## config.mk

```make
export PLATFORM = sky130hd
export DESIGN_NAME = uart_tx_arbiter
export DESIGN_NICKNAME = d
export VERILOG_FILES = /design/src/rtl/uart_tx_arbiter.sv
export SDC_FILE = /design/constraint.sdc
export NUM_CORES = 1
export LEC_CHECK = 0
export CAP_MARGIN = 20
export CORE_MARGIN = 1
export CORE_UTILIZATION = 50
export CTS_BUF_LIST = sky130_fd_sc_hd__clkbuf_2
export DETAILED_ROUTE_END_ITERATION = 10
export HOLD_SLACK_MARGIN = 0.1
export PLACE_DENSITY = 0.88
export SYNTH_ARGS = -nofsm -noshare
export SYNTH_HDL_FRONTEND = slang
export SYNTH_SLANG_ARGS = --single-unit
export TNS_END_PERCENT = 30
```

## constraint.sdc

```tcl
create_clock -name clk -period 3.4 [get_ports clk]
set_input_delay 0.51 -clock clk [delete_from_list [all_inputs] [get_ports clk]]
set_output_delay 0.51 -clock clk [all_outputs]
set_load 0.05 [all_outputs]
```

## src/rtl/uart_tx_arbiter.sv

```systemverilog
// uart_tx_arbiter: round-robin sharing of one uart_tx among NUM_REQ byte
// sources. Latches the winner's byte, pulses tx_start once, then follows
// tx_busy until the frame ends (or never starts, which raises err_timeout).
//
// state     | meaning
// ----------+-------------------------------------------------------------
// IDLE      | no frame in flight; arbitrate when a req is up and tx is free
// LAUNCH    | single cycle carrying ack and tx_start for the granted byte
// WAIT_BUSY | waiting for uart_tx to raise busy; timed out by the counter
// WAIT_DONE | frame on the wire; leave when busy falls
module uart_tx_arbiter #(
  parameter int NUM_REQ      = 4,
  parameter int DATA_W       = 8,
  parameter int BUSY_TIMEOUT = 1024,
  localparam int OWN_W       = (NUM_REQ > 1) ? $clog2(NUM_REQ) : 1,
  localparam int CNT_W       = $clog2(BUSY_TIMEOUT + 1)
) (
  input  logic                      clk,
  input  logic                      rst,
  input  logic [NUM_REQ-1:0]        req,
  input  logic [NUM_REQ*DATA_W-1:0] req_data,
  output logic [NUM_REQ-1:0]        ack,
  output logic                      tx_start,
  output logic [DATA_W-1:0]         tx_data,
  input  logic                      tx_busy,
  output logic [OWN_W-1:0]          owner,
  output logic                      active,
  output logic                      err_timeout
);

  typedef enum logic [1:0] {IDLE, LAUNCH, WAIT_BUSY, WAIT_DONE} state_t;

  state_t              state, state_nxt;
  logic [OWN_W-1:0]    last_grant, last_nxt;
  logic [CNT_W-1:0]    cnt, cnt_nxt;
  logic [NUM_REQ-1:0]  ack_nxt;
  logic                tx_start_nxt;
  logic [DATA_W-1:0]   tx_data_nxt;
  logic [OWN_W-1:0]    owner_nxt;
  logic                active_nxt;
  logic                err_nxt;

  logic                grant_vld;
  logic [OWN_W-1:0]    grant_idx;
  logic [OWN_W-1:0]    cand;
  logic [DATA_W-1:0]   sel_data;

  // Round-robin search: start just after the last winner and wrap, so a
  // requester that keeps req high cannot starve the others.
  always_comb begin
    grant_vld = 1'b0;
    grant_idx = '0;
    cand      = '0;
    for (int i = 0; i < NUM_REQ; i++) begin
      cand = OWN_W'((int'(last_grant) + 1 + i) % NUM_REQ);
      if (!grant_vld && req[cand]) begin
        grant_vld = 1'b1;
        grant_idx = cand;
      end
    end
  end

  // Byte mux for the winning requester.
  always_comb begin
    sel_data = '0;
    for (int i = 0; i < NUM_REQ; i++) begin
      if (grant_idx == OWN_W'(i)) sel_data = req_data[i*DATA_W +: DATA_W];
    end
  end

  // Next-state and next-output logic; every output is registered.
  always_comb begin
    state_nxt    = state;
    last_nxt     = last_grant;
    cnt_nxt      = cnt;
    ack_nxt      = '0;
    tx_start_nxt = 1'b0;
    tx_data_nxt  = tx_data;
    owner_nxt    = owner;
    active_nxt   = active;
    err_nxt      = 1'b0;
    case (state)
      IDLE: begin
        // A busy transmitter here is a foreign or leftover frame: hold off.
        if (grant_vld && !tx_busy) begin
          state_nxt    = LAUNCH;
          tx_data_nxt  = sel_data;
          owner_nxt    = grant_idx;
          last_nxt     = grant_idx;
          ack_nxt      = NUM_REQ'(1) << grant_idx;
          tx_start_nxt = 1'b1;
          active_nxt   = 1'b1;
        end
      end
      LAUNCH: begin
        state_nxt = WAIT_BUSY;
        cnt_nxt   = '0;
      end
      WAIT_BUSY: begin
        if (tx_busy) begin
          state_nxt = WAIT_DONE;
        end else if (cnt == CNT_W'(BUSY_TIMEOUT - 1)) begin
          // last_grant keeps the failed requester so the others go next.
          state_nxt  = IDLE;
          err_nxt    = 1'b1;
          active_nxt = 1'b0;
        end else begin
          cnt_nxt = cnt + CNT_W'(1);
        end
      end
      WAIT_DONE: begin
        if (!tx_busy) begin
          state_nxt  = IDLE;
          active_nxt = 1'b0;
        end
      end
      default: state_nxt = IDLE;
    endcase
  end

  // State and output registers; reset points last_grant at the top index
  // so requester 0 wins the first arbitration.
  always_ff @(posedge clk) begin
    if (rst) begin
      state       <= IDLE;
      last_grant  <= OWN_W'(NUM_REQ - 1);
      cnt         <= '0;
      ack         <= '0;
      tx_start    <= 1'b0;
      tx_data     <= '0;
      owner       <= '0;
      active      <= 1'b0;
      err_timeout <= 1'b0;
    end else begin
      state       <= state_nxt;
      last_grant  <= last_nxt;
      cnt         <= cnt_nxt;
      ack         <= ack_nxt;
      tx_start    <= tx_start_nxt;
      tx_data     <= tx_data_nxt;
      owner       <= owner_nxt;
      active      <= active_nxt;
      err_timeout <= err_nxt;
    end
  end

endmodule

```

==> results of run 1 <==
[critical path, delay by kind of cell]
kind | cells | cell delay [ps]
AO/OA/AOI/OAI | 2 | 940
buffers and inverters | 1 | 550
AND/OR/NAND/NOR | 3 | 550
[power breakdown]
group / internal, uW / total [uW] / switching (uW)
clock: 49.0 / 172 / 123
combinational: 120 / 269 / 149
sequential: 398 / 416 / 17.5
total: 567 / 856 / 289
[cell usage in the layout (no fill, tap or decap), drive strengths merged, types with 3 or more instances in the layout]
| cell | synthesis | layout |
|---|---|---|
| nand2b | 6 | 6 |
| mux2i | 18 | 18 |
| clkdlybuf4s50 | 0 | 55 |
| a21oi | 6 | 6 |
| nor2 | 15 | 15 |
| a2111oi | 3 | 3 |
| nor4 | 3 | 3 |
| inv | 5 | 5 |
| o221ai | 8 | 8 |
| xnor2 | 8 | 8 |
| nand3 | 5 | 5 |
| nand3b | 8 | 8 |
| o21ai | 4 | 4 |
| clkbuf | 4 | 6 |
| nand2 | 10 | 10 |
| dfxtp | 32 | 32 |
[cells by family (layout without fill, tap and decap cells)]
kind of cell | after synthesis | after routing | synth area share, %
multiplexers | 18 | 18 | 11.38
XOR/XNOR | 8 | 8 | 4.427
buffers and inverters | 15 | 69 | 3.953
AND/OR/NAND/NOR | 58 | 58 | 21.27
AO/OA/AOI/OAI | 33 | 33 | 17.71
flip-flops | 32 | 32 | 40.47
adder cells (fa/ha/maj) | 1 | 1 | 0.7904
[worst paths after layout]
path | start | end | depth (start not counted) | slack, ps
worst min-delay path | cnt[10]$_SDFFE_PP0P_ | cnt[10]$_SDFFE_PP0P_ | 2 | 440
worst max register to register | cnt[6]$_SDFFE_PP0P_ | cnt[0]$_SDFFE_PP0P_ | 5 | 1520
worst min register to register | cnt[10]$_SDFFE_PP0P_ | cnt[10]$_SDFFE_PP0P_ | 2 | 440
worst max-delay path | req[3] | tx_data[1]$_SDFFE_PP0P_ | 6 | 1120
[layout make-up]
class                           count  area [um2]  share of cell area [%]
Timing Repair Buffer               57       565.5                   25.57
Inverter                            5       18.77                  0.8484
Clock buffer                        6       30.03                   1.357
Sequential cell                    32       640.6                   28.96
Tap cell                           44       55.05                   2.489
Clock inverter                      1       5.005                  0.2262
Multi-Input combinational cell    118       897.1                   40.55
[routing by layer]
metal | global-route usage, % | share of wire, % | up-vias
met2 | 44.83 | 52 | 59
met5 | 0 | 0 | -
met1 | 28.08 | 41 | 683
met4 | 10.54 | 1.3 | 0
li1 | - | - | 706
met3 | 7.143 | 6.3 | 7
[metrics by stage]
stage	instances	setup WS (ps)
after floorplan	165	1672
after global placement	256	898.6
after detailed placement	256	786.2
after CTS	263	1168
after global routing	263	977.2
final	263	1122
[sequential cells by signal, summed over array words and instances, names as in the netlist]
name / count
last_grant: 2
tx_start: 1
active: 1
state: 2
tx_data: 8
owner: 2
err_timeout: 1
cnt: 11
ack: 4
==> run_results.csv, run 1 <==
group,metric,value,unit
cells_and_area,stdcell_area,2212,um2
synth,async_reset_ff_share,0,%
timing,holdWs,444.9,ps
route,ant_nets,0,
timing,hold_viol,0,
synth,synth_top_area_share,40.47,%
cts,clk_latency,360,ps
route,drt_wl_total,3774,um
place,place_congestion,0.7928,
timing,fin_worst_skew,21.81,ps
synth,syn-num-nets,205,
power_and_ir_drop,ir_worst_vdd,0.2454,mV
synth,synth_area,1583,um2
synth,ys_ff_latch,32,
timing,fin_crit,2278,ps
route,drt-vias-per-instance,5.532,
grt,grtUsageTotal,25.22,%
grt,grt_start_max_net_pins,23,
route,drcViolationCount,0,
worst_setup_path,cp_data_arrival_time,2550,ps
die,dieHeight,58.27,um
cts,clock_sinks,32,
timing,rsz0062_at_grt,"false",
place,port_buffers,55,
place,place_hpwl,2895,um
worst_setup_path,cp_slowest_cell,"a2111o_1",
cts,cts_buffers,5,
synth,yosys.area.top_type,"dfxtp_1",
power_and_ir_drop,total_power,856.1,uW
die,io_pins,56,
cts,cts.repair.resized,0,
grt,grt_pass1_vias,1489,
worst_setup_path,worstPathMaxFanout,19,
worst_setup_path,crit_path_end_kind,"flop",
cts,cts_hold_buf,0,
cts,cts_root_buf,"clkbuf_2",
power_and_ir_drop,power.density,387.0,nW/um2
cells_and_area,final_util,73.06,%
grt,grt_first_pass_wirelength,6479,um
cts,path_clk_slew,140,ps
cts,post-cts-setup-buffers,0,
synth,seq_area_frac_synth,40.47,%
synth,ys_warn_count,0,
die,num_rows,20,
timing,slew_violations,0,
synth,synth_ff_type,"dfxtp_1",
timing,setup_viol,0,
timing,period_share,67.01,%
die,start_util,52.27,%
status,status,"finished clean",
die,die_w,58.27,um
synth,avgSynthCellArea,9.593,um2
timing,setup-tns-final,0,ps
grt,grt-ovfl-total,0,
synth,synth_cell_types,41,
timing,slew_headroom,50.21,%
job,cap_viol_max_count,0,
timing,tightest_slew,744.5,ps
power_and_ir_drop,leakage,0.0007904,uW
min_path,hold_path_class,"flop to flop",
place,dpl_cell_area,2177,um2
cells_and_area,area_delta_synth_final,39.76,%
cells_and_area,final_net_count,259,
cts,cts_tree,"built",
synth,ys_top_cells_by_area,"dfxtp_1 40%, mux2i_1 11%, o221ai_1 4.4%, xnor2_1 4.4%, nand3b_1 3.8%",
worst_setup_path,max_stage_delay,700,ps
die,fp.coreArea,3028,um2
worst_setup_path,worstSetupPathType,"primary input to flop",
cts,cts.htree.levels,2,
synth,synth-edff-count,0,
timing,max_freq,438.9,MHz
route,drt_first_pass_iters,4,
grt,antenna_found_initial,0,
cells_and_area,antenna_cells,0,
worst_setup_path,cp-start-kind,"primary input",
die,die_area,3395,um2
worst_setup_path,crit_chain,"clkdlybuf4s50_1, nor2_1, a2111o_1, nor2_4, nand2b_1, o221ai_1",
synth,synthesis.instances,165,
synth,synth_common_cells,"32 x dfxtp_1, 18 x mux2i_1, 14 x nor2_1, 10 x nand2_1",
cts,clockBufferDepth,2,
route,drt_iter0_drc,62,
synth,yosysMostFrequentCell,"dfxtp_1",
worst_setup_path,required,3670,ps
route,avgRoutedWirePerCell,14.35,um
route,vias,1455,
cells_and_area,drive_above_1_share,7.763,%
cells_and_area,fillers,227,
Power figures use the tool's default switching activity.
==> run 2: changes to the inputs <==
--- a/config.mk
+++ b/config.mk
@@ -7,11 +7,11 @@
 export LEC_CHECK = 0
 export CAP_MARGIN = 20
 export CORE_MARGIN = 1
-export CORE_UTILIZATION = 50
+export CORE_UTILIZATION = 46
 export CTS_BUF_LIST = sky130_fd_sc_hd__clkbuf_2
 export DETAILED_ROUTE_END_ITERATION = 10
 export HOLD_SLACK_MARGIN = 0.1
-export PLACE_DENSITY = 0.88
+export PLACE_DENSITY = 0.82
 export SYNTH_ARGS = -nofsm -noshare
 export SYNTH_HDL_FRONTEND = slang
 export SYNTH_SLANG_ARGS = --single-unit
==> constraint.sdc (replaced) <==
create_clock -name clk -period 2.3 [get_ports clk]
set_input_delay 0.345 -clock clk [delete_from_list [all_inputs] [get_ports clk]]
set_output_delay 0.345 -clock clk [all_outputs]
set_load 0.05 [all_outputs]
==> run 2 against run 1 <==
Register-to-register slack worse by 1100 ps. Global-route usage down 3.2 points. Worst hold slack worse by 4.1 ps. Largest power group unchanged. Via count up 0.48%. Total power up 49%. Critical endpoint is now tx_data[7]. Die area up 8.4%. Clock skew down 9.6 ps. Count of clock-buffer cells in the layout unchanged.
==> run_results.csv, run 2 (synthesized netlist as in run 1, its figures left out) <==
group,metric,value,unit
status,status,"finished clean",
cts,cts.htree.levels,2,
worst_setup_path,cp-start-kind,"flop",
timing,tightest_slew,597.5,ps
place,port_buffers,55,
cells_and_area,antenna_cells,0,
cts,cts.repair.resized,0,
worst_setup_path,crit_path_end_kind,"output port",
route,drt_first_pass_iters,4,
worst_setup_path,worstPathMaxFanout,2,
die,die_w,60.66,um
place,pre_cts_ws,110.7,ps
cells_and_area,largestRegisters,"cnt (11), tx_data (8), ack (4)",
place,place_hpwl,2774,um
worst_setup_path,required,1960,ps
cells_and_area,final_net_count,262,
place,place_congestion,0.8200,
cts,clockBufferDepth,2,
power_and_ir_drop,power.density,567.2,nW/um2
worst_setup_path,worstReg2RegStart,"cnt[6]$_SDFFE_PP0P_",
cts,cts_tree,"built",
timing,setup_viol,0,
timing,slew_violations,0,
route,drt-vias-per-instance,5.496,
cts,cts_buffers,5,
die,die_area,3680,um2
timing,setup_slack,414.5,ps
job,cap_viol_max_count,0,
grt,antenna_found_initial,0,
route,drt_iter0_drc,73,
cells_and_area,largest_reg_flops,11,
die,start_util,50.20,%
grt,grtUsageTotal,21.99,%
cells_and_area,mostFrequentLayoutCells,"55 x clkdlybuf4s50_1, 32 x dfxtp_1, 18 x mux2i_1",
cells_and_area,largest-register,"cnt",
grt,grt_start_max_net_pins,21,
timing,fin_crit,1886,ps
worst_setup_path,timing.rr.end,"cnt[7]$_SDFFE_PP0P_",
timing,fin_worst_skew,12.24,ps
cts,cts_root_buf,"clkbuf_2",
route,ant_nets,0,
worst_setup_path,crit_chain,"clkdlybuf4s50_1",
cells_and_area,area_delta_synth_final,41.98,%
timing,hold_viol,0,
route,drt_wl_total,3598,um
cts,path_clk_slew,150,ps
worst_setup_path,max_stage_delay,810,ps
worst_setup_path,reg2reg_setup_slack,460,ps
worst_setup_path,crit_buf_inv,1,
min_path,hold_path_class,"flop to flop",
route,vias,1462,
power_and_ir_drop,leakage,0.0008083,uW
cts,clk_latency,360,ps
worst_setup_path,endpoint,"tx_data[7]",
worst_setup_path,cp_slowest_cell,"clkdlybuf4s50_1",
cts,cts_hold_buf,0,
power_and_ir_drop,ir_worst_vdd,0.3858,mV
route,avgRoutedWirePerCell,13.53,um
cells_and_area,layout_commonest_cell,"clkdlybuf4s50_1",
worst_setup_path,crit_path_start,"tx_data[7]$_SDFFE_PP0P_",
timing,period_share,81.98,%
worst_setup_path,cp_data_arrival_time,1540,ps
grt,grt_pass1_vias,1380,
cts,post-cts-setup-buffers,0,
worst_setup_path,rr_worst_depth,5,
cells_and_area,drive_above_1_share,9.009,%
die,num_rows,20,
timing,slew_headroom,60.03,%
worst_setup_path,worstSetupPathType,"flop to output port",
cells_and_area,fillers,247,
worst_setup_path,path_depth,1,
cts,clock_sinks,32,
worst_setup_path,cp_top_family,"buffers and inverters",
grt,grt_first_pass_wirelength,5906,um
die,dieHeight,60.66,um
die,fp.coreArea,3153,um2
die,io_pins,56,
timing,rsz0062_at_grt,"false",
grt,grt-ovfl-total,0,
timing,max_freq,530.4,MHz
timing,setup-tns-final,0,ps
route,drcViolationCount,0,
run 2: changes by cell type in the layout (fill, tap and decap cells not counted), sizes merged:
cell,before,now
buf,2,5
run 2: per-stage QoR:
stage	cell area, um2	total power [uW]	hold WS (ps)	util (%)	instances
2_1_floorplan	1583	862.9	409.0	-	165
3_3_place_gp	2212	1024	424.5	70.16	259
3_5_place_dp	2212	1034	430.2	70.16	259
4_1_cts	2247	1281	450.3	71.27	266
5_1_grt	2247	1337	458.4	71.27	266
6_report	2247	1274	440.9	71.27	266
run 2: report_power, final:
part / switching (uW) / internal (uW)
clock: 178 / 72.5
sequential: 25.4 / 588
combinational: 222 / 189
total: 425 / 850
run 2: worst min-delay path by stage:
stage | start | endpoint | slack, ps | depth (start not counted)
2_1_floorplan | cnt[10]$_SDFFE_PP0P_ | cnt[10]$_SDFFE_PP0P_ | 410 | 2
3_3_place_gp | cnt[10]$_SDFFE_PP0P_ | cnt[10]$_SDFFE_PP0P_ | 420 | 2
3_5_place_dp | cnt[10]$_SDFFE_PP0P_ | cnt[10]$_SDFFE_PP0P_ | 430 | 2
4_1_cts | cnt[10]$_SDFFE_PP0P_ | cnt[10]$_SDFFE_PP0P_ | 450 | 2
5_1_grt | cnt[10]$_SDFFE_PP0P_ | cnt[10]$_SDFFE_PP0P_ | 460 | 2
6_report | cnt[10]$_SDFFE_PP0P_ | cnt[10]$_SDFFE_PP0P_ | 440 | 2
run 2: area by class of cell:
| class | instances | area, um2 | area share (%) |
|---|---|---|---|
| inverter | 5 | 18.77 | 0.8352 |
| sequential | 32 | 640.6 | 28.51 |
| clock inverter | 1 | 5.005 | 0.2227 |
| multi-input combinational | 118 | 897.1 | 39.92 |
| tap | 44 | 55.05 | 2.450 |
| timing repair buffer | 60 | 600.6 | 26.73 |
| clock buffer | 6 | 30.03 | 1.336 |
run 2: routing by layer:
| metal | global-route usage (%) | part of all wire (%) | up-vias | wire length, um |
|---|---|---|---|---|
| li1 | - | - | 718 | - |
| met1 | 25.59 | 42 | 671 | 1508 |
| met2 | 36.42 | 48 | 67 | 1738 |
| met3 | 8.955 | 8.6 | 6 | 310 |
| met4 | 8.117 | 1.1 | 0 | 40 |
| met5 | 0 | 0 | - | 0 |
==> run 3: changes to the inputs <==
--- a/config.mk
+++ b/config.mk
@@ -7,11 +7,11 @@
 export LEC_CHECK = 0
 export CAP_MARGIN = 20
 export CORE_MARGIN = 1
-export CORE_UTILIZATION = 46
+export CORE_UTILIZATION = 42
 export CTS_BUF_LIST = sky130_fd_sc_hd__clkbuf_2
 export DETAILED_ROUTE_END_ITERATION = 10
 export HOLD_SLACK_MARGIN = 0.1
-export PLACE_DENSITY = 0.82
+export PLACE_DENSITY = 0.79
 export SYNTH_ARGS = -nofsm -noshare
 export SYNTH_HDL_FRONTEND = slang
 export SYNTH_SLANG_ARGS = --single-unit
==> constraint.sdc (replaced) <==
create_clock -name clk -period 1.7 [get_ports clk]
set_input_delay 0.255 -clock clk [delete_from_list [all_inputs] [get_ports clk]]
set_output_delay 0.255 -clock clk [all_outputs]
set_load 0.05 [all_outputs]
==> run 3 against run 2 <==
First-iteration DRC count increased by 21%. Clock power increased by 46%. Setup slack got worse by 380 ps. Critical endpoint is now cnt[9]$_SDFFE_PP0P_. Worst hold slack improved by 11 ps. Critical path depth increased by 6. Largest power group unchanged. Core utilization increased by 1.2 points. Sequential share of layout area decreased by 2.6 points.
==> run_results.csv, run 3 (synthesized netlist as in run 1, its figures left out) <==
group,metric,value,unit
status,status,"finished clean",
grt,grt_first_pass_wirelength,7196,um
worst_setup_path,path_depth,7,
cts,clock_sinks,32,
worst_setup_path,cp_data_arrival_time,1950,ps
timing,setup_viol,0,
power_and_ir_drop,total_power,1837,uW
timing,rsz0062_at_grt,"true",
worst_setup_path,rr_worst_depth,7,
cells_and_area,drive_above_1_share,29.44,%
min_path,hold_path_class,"flop to flop",
job,cap_viol_max_count,0,
timing,max_freq,601.5,MHz
timing,setup_slack,37.51,ps
power_and_ir_drop,ir_worst_vdd,0.4659,mV
die,dieHeight,63.39,um
power_and_ir_drop,leakage,0.001010,uW
cts,clockBufferDepth,2,
route,vias,1611,
min_path,hold_depth,2,
cells_and_area,largestRegisters,"cnt (11), tx_data (8), ack (4)",
route,drt_wl_total,4624,um
worst_setup_path,worstPathMaxFanout,4,
cells_and_area,layout_commonest_cell,"buf_4",
die,num_rows,21,
grt,grtUsageTotal,23.15,%
place,pre_cts_ws,-440.4,ps
place,port_buffers,55,
timing,slew_violations,0,
die,fp.coreArea,3468,um2
route,drcViolationCount,0,
place,place_congestion,0.8395,
worst_setup_path,crit_buf_inv,1,
cts,path_clk_slew,160,ps
worst_setup_path,crit_path_end_kind,"flop",
cts,cts_buffers,5,
worst_setup_path,cp-start-kind,"flop",
timing,tightest_slew,480.8,ps
worst_setup_path,required,1980,ps
cts,cts.htree.levels,2,
timing,fin_crit,1662,ps
cts,cts_root_buf,"clkbuf_2",
timing,period_share,97.79,%
worst_setup_path,crit_chain,"ha_1, nand2_2, o41ai_4, buf_4, a2111oi_4, xnor2_1, nor2_1",
grt,antenna_found_initial,0,
worst_setup_path,worstSetupPathType,"flop to flop",
worst_setup_path,cp_slowest_cell,"o41ai_4",
timing,slew_headroom,68.07,%
route,drt_iter0_drc,88,
die,start_util,45.63,%
cells_and_area,largest-register,"cnt",
cells_and_area,area_delta_synth_final,58.89,%
route,drt-vias-per-instance,5.480,
cts,clk_latency,390,ps
place,place_hpwl,3307,um
die,io_pins,56,
cells_and_area,antenna_cells,0,
cells_and_area,mostFrequentLayoutCells,"39 x buf_4, 34 x clkdlybuf4s50_1, 27 x dfxtp_1",
grt,grt_start_max_net_pins,20,
cells_and_area,fillers,268,
route,ant_nets,0,
timing,fin_worst_skew,19.85,ps
worst_setup_path,max_stage_delay,430,ps
cts,cts_tree,"built",
timing,hold_viol,0,
route,avgRoutedWirePerCell,15.73,um
grt,grt_pass1_vias,1608,
worst_setup_path,cp_top_family,"compound AO/OA/AOI/OAI gates",
die,die_area,4018,um2
power_and_ir_drop,power.density,730.4,nW/um2
route,drt_first_pass_iters,4,
grt,grt-ovfl-total,0,
die,die_w,63.39,um
cells_and_area,largest_reg_flops,11,
cells_and_area,final_net_count,287,
[run 3: final timing paths]
check | from | slack (ps) | endpoint
setup / recovery | cnt[0]$_SDFFE_PP0P_ | 40 | cnt[9]$_SDFFE_PP0P_
hold / removal | cnt[10]$_SDFFE_PP0P_ | 450 | cnt[10]$_SDFFE_PP0P_
setup reg to reg | cnt[0]$_SDFFE_PP0P_ | 40 | cnt[9]$_SDFFE_PP0P_
hold reg to reg | cnt[10]$_SDFFE_PP0P_ | 450 | cnt[10]$_SDFFE_PP0P_
[run 3: tightest hold or removal path, stage by stage, from the launching register on]
cell,delay (ps)
dfxtp_1,340
inv_1,50
a311oi_1,40
[run 3: power breakdown]
| group | internal [uW] | total [uW] | switching, uW |
|---|---|---|---|
| clock network | 91.8 | 364 | 272 |
| registers | 798 | 838 | 40.6 |
| logic | 298 | 635 | 337 |
| total | 1190 | 1840 | 649 |
[run 3: per-layer routing]
| layer | GRT usage [%] | share of wire, % |
|---|---|---|
| met1 | 25.39 | 41 |
| met2 | 40.29 | 52 |
| met3 | 6.522 | 3.9 |
| met4 | 11.65 | 3.1 |
| met5 | 0 | 0 |
[run 3: area by class of cell]
cell class	count	area, um2	share of cell area (%)
Sequential cell	32	651.9	25.92
Clock buffer	5	25.02	0.9950
Tap cell	46	57.56	2.289
Inverter	5	18.77	0.7463
Timing Repair Buffer	85	772.0	30.70
Multi-Input combinational cell	118	975.9	38.81
Clock inverter	3	13.76	0.5473
[run 3: what timing repair did]
action                     CTS  global route
setup endpoints to repair   13            20
buffers inserted             0             6
pin swaps                    2             8
hold buffers                 0             0
gates cloned                 1             1
gates resized for setup     13            22
[run 3: stage by stage]
step | hold slack (ps) | instances | util [%] | TNS, ps | area [um2]
after floorplan | 331.9 | 165 | - | 0 | 1583
after global placement | 418.7 | 279 | 66.88 | -5714 | 2320
after detailed placement | 431.6 | 279 | 66.88 | -7185 | 2320
after CTS | 452.6 | 288 | 68.69 | -8.421 | 2382
after global routing | 492.3 | 294 | 72.51 | -325.1 | 2515
final | 452.1 | 294 | 72.51 | 0 | 2515
